File: config.mk
export PLATFORM = sky130hd
export DESIGN_NAME = pc_next_gen_flat
export DESIGN_NICKNAME = d
export VERILOG_FILES = /design/src/rtl/pc_next_gen_if.sv /design/src/rtl/pc_next_gen.sv /design/src/flat_wrapper.sv
export SDC_FILE = /design/constraint.sdc
export NUM_CORES = 1
export LEC_CHECK = 0
export CAP_MARGIN = 5
export CORE_UTILIZATION = 40
export DETAILED_ROUTE_END_ITERATION = 6
export PLACE_DENSITY = 0.72
export SKIP_LAST_GASP = 1
export SYNTH_ARGS = -nofsm -noshare
export SYNTH_HDL_FRONTEND = slang
export SYNTH_SLANG_ARGS = --single-unit
File: constraint.sdc
create_clock -name clk -period 3.3 [get_ports clk]
set_input_delay 0.66 -clock clk [delete_from_list [all_inputs] [get_ports clk]]
set_output_delay 0.66 -clock clk [all_outputs]
set_load 0.03 [all_outputs]
File: src/rtl/pc_next_gen_if.sv
`default_nettype none
// ============================================================================
// Module   : pc_next_gen_if
// Brief    : Signal bundle between the next-PC sequencer and the pipeline.
// Revision : 1.0
// ============================================================================
interface pc_next_gen_if;
    logic [31:0] pc_cur;
    logic        stall;
    logic        br_taken;
    logic [31:0] br_target;
    logic        trap;
    logic [31:0] pc_next;
    logic        pc_en;
    logic        flush_if;
    logic        flush_id;
    logic [31:0] epc;
    logic        misalign;

    modport master (
        output pc_cur, stall, br_taken, br_target, trap,
        input  pc_next, pc_en, flush_if, flush_id, epc, misalign
    );

    modport slave (
        input  pc_cur, stall, br_taken, br_target, trap,
        output pc_next, pc_en, flush_if, flush_id, epc, misalign
    );
endinterface
`default_nettype wire

File: src/rtl/pc_next_gen.sv
`default_nettype none
// ============================================================================
// Module   : pc_next_gen
// Brief    : Next-PC sequencer: picks PC+4, redirect, held redirect, trap or
//            reset vector, and raises the matching pipeline flushes.
// Revision : 1.0
// ============================================================================
module pc_next_gen #(
    parameter logic [31:0] RESET_VECTOR = 32'h0000_0000,
    parameter logic [31:0] TRAP_VECTOR  = 32'h0000_0010
) (
    input  logic          clk,
    input  logic          rst,
    pc_next_gen_if.slave  bus
);

    typedef enum logic [1:0] {
        ST_BOOT = 2'd0,
        ST_RUN  = 2'd1,
        ST_HOLD = 2'd2
    } state_t;

    state_t      r_state;
    state_t      w_state_nxt;
    logic [31:0] r_pend_addr;
    logic        r_pend_v;
    logic [31:0] r_epc;
    logic        r_misalign;

    logic [31:0] w_pc_next;
    logic        w_pc_en;
    logic        w_flush;
    logic        w_br_bad;
    logic        w_trap_evt;
    logic        w_mis_evt;
    logic        w_pend_load;
    logic        w_pend_clr;

    assign w_br_bad = bus.br_taken && (bus.br_target[1:0] != 2'b00);

    always_comb begin
        w_state_nxt = r_state;
        w_pc_next   = bus.pc_cur + 32'd4;
        w_pc_en     = ~bus.stall;
        w_flush     = 1'b0;
        w_trap_evt  = 1'b0;
        w_mis_evt   = 1'b0;
        w_pend_load = 1'b0;
        w_pend_clr  = 1'b0;
        if (!rst) begin
            w_pc_next   = RESET_VECTOR;
            w_pc_en     = 1'b1;
            w_flush     = 1'b1;
            w_state_nxt = ST_BOOT;
        end else begin
            case (r_state)
                ST_BOOT: begin
                    w_pc_next   = RESET_VECTOR;
                    w_pc_en     = 1'b1;
                    w_flush     = 1'b1;
                    w_state_nxt = ST_RUN;
                end
                ST_RUN, ST_HOLD: begin
                    // Misaligned redirects are trapped before they can be held.
                    if (bus.trap || w_br_bad) begin
                        w_pc_next   = TRAP_VECTOR;
                        w_pc_en     = 1'b1;
                        w_flush     = 1'b1;
                        w_trap_evt  = 1'b1;
                        w_mis_evt   = ~bus.trap;
                        w_pend_clr  = 1'b1;
                        w_state_nxt = ST_RUN;
                    end else if (bus.br_taken && !bus.stall) begin
                        w_pc_next   = bus.br_target;
                        w_pc_en     = 1'b1;
                        w_flush     = 1'b1;
                        w_pend_clr  = 1'b1;
                        w_state_nxt = ST_RUN;
                    end else if (bus.br_taken) begin
                        w_pc_en     = 1'b0;
                        w_pend_load = 1'b1;
                        w_state_nxt = ST_HOLD;
                    end else if (r_state == ST_HOLD && r_pend_v) begin
                        if (bus.stall) begin
                            w_pc_en = 1'b0;
                        end else begin
                            w_pc_next   = r_pend_addr;
                            w_pc_en     = 1'b1;
                            w_flush     = 1'b1;
                            w_pend_clr  = 1'b1;
                            w_state_nxt = ST_RUN;
                        end
                    end
                end
                default: begin
                    w_pc_next   = RESET_VECTOR;
                    w_pc_en     = 1'b1;
                    w_flush     = 1'b1;
                    w_state_nxt = ST_BOOT;
                end
            endcase
        end
    end

    always_ff @(posedge clk) begin
        if (!rst) begin
            r_state     <= ST_BOOT;
            r_pend_addr <= 32'd0;
            r_pend_v    <= 1'b0;
            r_epc       <= 32'd0;
            r_misalign  <= 1'b0;
        end else begin
            r_state    <= w_state_nxt;
            r_misalign <= w_mis_evt;
            if (w_trap_evt) begin
                r_epc <= bus.pc_cur;
            end
            if (w_pend_load) begin
                r_pend_addr <= bus.br_target;
                r_pend_v    <= 1'b1;
            end else if (w_pend_clr) begin
                r_pend_v    <= 1'b0;
            end
        end
    end

    assign bus.pc_next  = w_pc_next;
    assign bus.pc_en    = w_pc_en;
    assign bus.flush_if = w_flush;
    assign bus.flush_id = w_flush;
    assign bus.epc      = r_epc;
    assign bus.misalign = r_misalign;

endmodule
`default_nettype wire

File: src/flat_wrapper.sv
// flat-port wrapper written by rule: the top's interface ports become plain ports
module pc_next_gen_flat 
#(
    parameter logic [31:0] RESET_VECTOR = 32'h0000_0000,
    parameter logic [31:0] TRAP_VECTOR  = 32'h0000_0010
)
  (clk, rst, bus_pc_cur, bus_stall, bus_br_taken, bus_br_target, bus_trap, bus_pc_next, bus_pc_en, bus_flush_if, bus_flush_id, bus_epc, bus_misalign);
  pc_next_gen_if bus_i ();
  input  logic clk;
  input  logic rst;
  input wire logic [$bits(bus_i.pc_cur)-1:0] bus_pc_cur;
  input wire logic [$bits(bus_i.stall)-1:0] bus_stall;
  input wire logic [$bits(bus_i.br_taken)-1:0] bus_br_taken;
  input wire logic [$bits(bus_i.br_target)-1:0] bus_br_target;
  input wire logic [$bits(bus_i.trap)-1:0] bus_trap;
  output wire logic [$bits(bus_i.pc_next)-1:0] bus_pc_next;
  output wire logic [$bits(bus_i.pc_en)-1:0] bus_pc_en;
  output wire logic [$bits(bus_i.flush_if)-1:0] bus_flush_if;
  output wire logic [$bits(bus_i.flush_id)-1:0] bus_flush_id;
  output wire logic [$bits(bus_i.epc)-1:0] bus_epc;
  output wire logic [$bits(bus_i.misalign)-1:0] bus_misalign;
  assign bus_i.pc_cur = bus_pc_cur;
  assign bus_i.stall = bus_stall;
  assign bus_i.br_taken = bus_br_taken;
  assign bus_i.br_target = bus_br_target;
  assign bus_i.trap = bus_trap;
  assign bus_pc_next = bus_i.pc_next;
  assign bus_pc_en = bus_i.pc_en;
  assign bus_flush_if = bus_i.flush_if;
  assign bus_flush_id = bus_i.flush_id;
  assign bus_epc = bus_i.epc;
  assign bus_misalign = bus_i.misalign;
  pc_next_gen #(.RESET_VECTOR(RESET_VECTOR), .TRAP_VECTOR(TRAP_VECTOR)) u_core (.clk(clk), .rst(rst), .bus(bus_i));
endmodule
After elaboration in Yosys (flattened, before gate mapping)

Cells that the tools add are included.

Register bits after elaboration: 68
Input port bits: 69
Logic and storage cells: 61

Add/sub/neg operators: 1
Equal/unequal tests: 4
Muxes and demuxes: 38
Bitwise gates (word level): 2
Reductions and logical operators: 11

Operators with widths:

| cell                                                   | number |
|---|---|
| two-way mux 32 bit                                     | 7 |
| adder 32 x 3 -> 32 bit (second input constant)         | 1 |
| two-way mux 1 bit                                      | 25 |
| two-way mux 2 bit                                      | 5 |
| inequality test 5 x 2 -> 1 bit (second input constant) | 1 |
| inequality test 5 x 3 -> 1 bit (second input constant) | 1 |
| case mux 2 bit (2 select lines)                        | 1 |
| nonzero test 2 bit                                     | 2 |
| logical AND 1 bit                                      | 3 |
| AND reduction 3 bit                                    | 1 |
| equality test 2 x 1 -> 1 bit (second input constant)   | 1 |
| equality test 2 bit (second input constant)            | 1 |
| zero test 2 bit                                        | 1 |
| inverter 1 bit                                         | 2 |
| AND reduction 2 bit                                    | 1 |
| OR reduction 2 bit                                     | 1 |
| zero test 1 bit                                        | 1 |
| logical OR 1 bit                                       | 1 |

Logic depth before layout (Yosys ltp)

Word-level depth: 10
Mapped depth: 8

Worst setup path before layout

Ideal clock, no wire load.

Kind: input -> output
From: input port bus_br_taken
To: output port bus_pc_next[3]
Arrival: 2.228 ns
Path slack: 0.412 ns
Stages on the path: 5
Buffers on the path: 2
Cell sequence: buf_2 -> nor3_1 -> buf_2 -> nand2_1 -> a311oi_1

Cells in the longest elaborated chain, start to end: 5

Ends and longest elaborated chain:

| what                                                          | RTL line                             | text |
|---|---|---|
| start: declaration                                            | flat_wrapper.sv:13                   | `input wire logic [$bits(bus_i.br_taken)-1:0] bus_br_taken;` |
| two-way mux 32 bit (tied with other cells)                    | pc_next_gen.sv:79                    | `end else if (bus.br_taken) begin` |
| two-way mux 32 bit / logical OR 1 bit (equally long branches) | pc_next_gen.sv:73, pc_next_gen.sv:65 |  |
| two-way mux 32 bit *                                          | pc_next_gen.sv:65                    | `if (bus.trap \|\| w_br_bad) begin` |
| two-way mux 32 bit *                                          | pc_next_gen.sv:56                    | `case (r_state)` |
| two-way mux 32 bit *                                          | pc_next_gen.sv:50                    | `if (!rst) begin` |
| end: declaration                                              | flat_wrapper.sv:16                   | `output wire logic [$bits(bus_i.pc_next)-1:0] bus_pc_next;` |

Mark *: on every way between the ends. The rest lies on a longest branch, timed or not.

Worst setup path after layout

From: input port bus_br_taken
To: output port bus_pc_next[29]

Same word-level chain as after synthesis.

==> results <==
- Of all nets on the critical path, the largest fanout is 10.
- The layer with the highest usage is met2.
- For this run the aggregate overflow at the end of global routing stands at 0.
- The met2 global-route usage is 0.4404.
- The transition time at the pin with the least slew margin is 0.6658 ns.
- The hold slack is 0.4557 ns.
- In this run the clock root is driven by a sky130_fd_sc_hd__clkbuf_8.
- The register bit total from synthesis is 68.
- In this run the power density over the cells is 356.7 nW/µm².
- The count of unresolved DRC violations after routing is 2.
- The dominant synthesized flop cell is sky130_fd_sc_hd__dfxtp_1.
- The hold violation total from the final report was 0.
- Once detail routing completed, the nets flagged for antenna violations numbered 0.
- Synthesis produced a netlist with a net count of 576.
- The first-pass iteration count of the detailed router is 7.
- The initial standard-cell utilization of the core is 0.4193.
- The all-layer global routing usage is 0.2626.
- The tool flagged a number of max-cap violations equal to 0.
- The floorplan step defined a die boundary enclosing 9664 µm².
- The clock period could shrink to 3.227 ns.
- The share of Yosys cell area claimed by the top area cell type is 0.3669.
- In the synthesized netlist the async set-or-reset flop fraction comes to 0.
- Based on the critical path, the design can be clocked at up to 0.3099 GHz.
- In the layout the commonest cells are sky130_fd_sc_hd__nand2_1, sky130_fd_sc_hd__clkdlybuf4s50_1, sky130_fd_sc_hd__buf_4.
- In this run the cell area of the synthesized design comes to 3710 µm².
- The initialized floorplan defines 34 standard-cell rows.
- For this run, global-route usage on met1 was measured as 0.3400.
- Buffers placed on the I/O ports in this run total 136.
- At the end of routability-driven placement, the weighted congestion stood at 0.8574.
- The aggregate routed wire length is 12.60 mm.
- At the worst endpoint, the required time is 2.64 ns.
- The number of max-slew violations in the final report is 0.
- Between clock sinks in the finished design, the worst skew comes to 0.007092 ns.
- The CTS clock-pin slew for the worst setup and hold paths is 0.07 ns.
- Ranked by total cell area, the synthesized netlist is headed by sky130_fd_sc_hd__dfxtp_1, sky130_fd_sc_hd__nand2_1, sky130_fd_sc_hd__o21ai_0.
- The number of CTS-inserted buffers is 9.
- The count of vias placed by the detailed router is 4156.
- The total leakage power is 2.064 nW.
- The count of clock tree sinks is 68.
- In the routed layout, each cell is associated on average with a via count of 5.397.
- After clock tree synthesis, the flow added hold-fix buffers numbering 0.
- Summing all placed instances gives a cell area of 5295 µm².
- The H-tree was split into 3 levels.
- The count of final setup violators is 0.
- The core area is 8848 µm².
- The fraction of the cycle the final worst path needs is 0.9780.
- The finished cells cover 5470 µm².
- Setup repair after global routing left no endpoint under its margin.
- The first global-routing pass estimated 20.09 mm of wire.
- The signed area change from the synthesized netlist to the final layout is 47.45%.
- The number of antenna violations at the first check in global routing was 0.
- The first routing iteration left 260 violations.
- The number of unique standard cell types used by synthesis is 45.
- STA classifies the critical path startpoint as a primary input.
- The number of global-route vias before repair is 4039.
- The share of final-layout standard cells stronger than drive strength 1 is 0.1662.
- From left edge to right edge, the die measures 98.31 µm.
- The run finished, with violations left.
- Entering global routing, the biggest net connects 65 pins.
- Summed over all nets, the half-perimeter wirelength after detailed placement is 9.399 mm.
- The detailed-route wire length per cell is 16.36 µm.
- In this run the deepest clock path goes through 2 buffers.
- Yosys printed 0 warnings.
- Across the VDD grid, the largest voltage drop is 0.2142 mV.
- Counting flops with a built-in enable in the synthesized netlist gives 0.
- The number of standard cells after synthesis is 503.
- The post-synthesis area per instance is 7.375 µm².
- TritonCTS built the clock tree.
- Pin placement for this block handled 137 I/O pins.
- 0 antenna diodes ended up in the layout.
- The met3 usage is 0.04152.
- The class of the worst hold path is reg -> reg.
- The library cell used most frequently in the layout, excluding fill and tap cells, is sky130_fd_sc_hd__nand2_1.
- The height of the chip is 98.31 µm.
- For this run, the register share of the synthesized area comes to 0.3669.
- The total negative setup slack is 0 ns.
- The library cell occupying the most area in the post-synthesis netlist is sky130_fd_sc_hd__dfxtp_1.
- Once the clock tree was built, the setup fixing pass inserted 0 buffers.
- The worst setup path is captured at an output port.
- In this run the tightest slew margin relative to its limit is 0.5556.
- The source-to-sink clock delay at the later pin of the worst-skew pair is 0.35 ns.
- The critical path start-end classification is in -> out.
- The count of nets after finishing is 730.
- The final reports fail on DRC.
- Data arrives at the worst endpoint at 2.57 ns.
cell type report:
type                       instances  area [µm²]
timing repair buffer             179        1619
clock inverter                     4       25.02
clock buffer                      12       145.1
tap                              108       135.1
multi-input combinational        391        2155
sequential                        68        1361
fill                             818        3378
inverter                           8       30.03
cells by family (layout without fill, tap and decap cells):
| kind of cell | count (synthesis) | in the layout | synth area share |
|---|---|---|---|
| AOI/OAI and AO/OA | 145 | 145 | 0.2277 |
| adders and majority gates | 4 | 4 | 0.01349 |
| and+or+nand+nor | 213 | 213 | 0.2671 |
| muxes | 2 | 2 | 0.005397 |
| xor gates and xnor gates | 27 | 27 | 0.06374 |
| buffers and inverters | 44 | 203 | 0.05565 |
| DFF | 68 | 68 | 0.3669 |
what timing repair did:
action	4_1_cts	5_1_grt
pin swaps	2	1
resized for setup	6	2
endpoints found under the setup margin	15	8
power by group:
group / internal, W / switching (W) / total, W
Combinational: 0.000207 / 0.000254 / 0.000461
Sequential: 0.000854 / 0.0000183 / 0.000872
Clock: 0.000291 / 0.000326 / 0.000618
state kept, by name, summed over array words and instances (netlist names):
name,flops
u_core.bus.misalign,1
u_core.r_pend_v,1
u_core.r_pend_addr,32
u_core.bus.epc,32
u_core.r_state,2
per-layer routing:
layer	wire, µm	up-vias
met5	0	-
met1	5735	1939
li1	-	2057
met4	231	0
met3	645	19
met2	5987	141
cell usage after synthesis (2+ instances only):
| cell | instances |
|---|---|
| sky130_fd_sc_hd__o22ai_1 | 7 |
| sky130_fd_sc_hd__clkbuf_2 | 2 |
| sky130_fd_sc_hd__buf_2 | 10 |
| sky130_fd_sc_hd__o21ai_0 | 70 |
| sky130_fd_sc_hd__nor4_1 | 2 |
| sky130_fd_sc_hd__clkbuf_1 | 18 |
| sky130_fd_sc_hd__nor2b_1 | 3 |
| sky130_fd_sc_hd__xnor2_1 | 8 |
| sky130_fd_sc_hd__nor3_1 | 9 |
| sky130_fd_sc_hd__mux2i_1 | 2 |
| sky130_fd_sc_hd__o211ai_1 | 3 |
| sky130_fd_sc_hd__dfxtp_1 | 68 |
| sky130_fd_sc_hd__inv_1 | 8 |
| sky130_fd_sc_hd__o31ai_1 | 2 |
| sky130_fd_sc_hd__a22oi_1 | 7 |
| sky130_fd_sc_hd__xor2_1 | 19 |
| sky130_fd_sc_hd__o21ai_1 | 5 |
| sky130_fd_sc_hd__nand3_1 | 6 |
| sky130_fd_sc_hd__o221ai_1 | 14 |
| sky130_fd_sc_hd__nand2_1 | 149 |
| sky130_fd_sc_hd__a21o_1 | 2 |
| sky130_fd_sc_hd__nor2_1 | 10 |
| sky130_fd_sc_hd__nand4_2 | 3 |
| sky130_fd_sc_hd__buf_4 | 5 |
| sky130_fd_sc_hd__a31o_2 | 3 |
| sky130_fd_sc_hd__ha_1 | 4 |
| sky130_fd_sc_hd__nand4_1 | 11 |
| sky130_fd_sc_hd__a21oi_1 | 28 |
| sky130_fd_sc_hd__and3b_1 | 3 |
| sky130_fd_sc_hd__and3_1 | 6 |
| sky130_fd_sc_hd__nor2_2 | 2 |
critical path: stages:
cell and delay (ns):
sky130_fd_sc_hd__clkdlybuf4s50_1 0.49, sky130_fd_sc_hd__buf_4 0.20, sky130_fd_sc_hd__nor3_1 0.39, sky130_fd_sc_hd__buf_4 0.26, sky130_fd_sc_hd__nor2_2 0.09, sky130_fd_sc_hd__o21ai_0 0.12
sky130_fd_sc_hd__o22ai_1 0.16, sky130_fd_sc_hd__buf_4 0.19
path summary, 6_finish.rpt:
check,cells after the start,endpoint,slack [ns],startpoint
worst min-delay path,2,u_core.r_pend_addr[19],0.46,u_core.r_pend_addr[19]
worst max-delay path,8,bus_pc_next[29],0.07,bus_br_taken
worst min register to register,2,u_core.r_pend_addr[19],0.46,u_core.r_pend_addr[19]
worst max register to register,7,u_core.r_pend_addr[0],1.40,u_core.r_state[1]
stage by stage:
step                instances  setup WS [ns]  total power, W  utilization
finish                    770        0.07275        0.001951       0.6182
global route              770       0.003289        0.002028       0.6182
CTS                       770        0.03541        0.001960       0.6176
detailed placement        754       -0.08371        0.001350       0.5984
global placement          754       0.007040        0.001345       0.5984
floorplan                 503         0.4117        0.001095            -
Note: power is estimated with default switching activity, not from simulation.
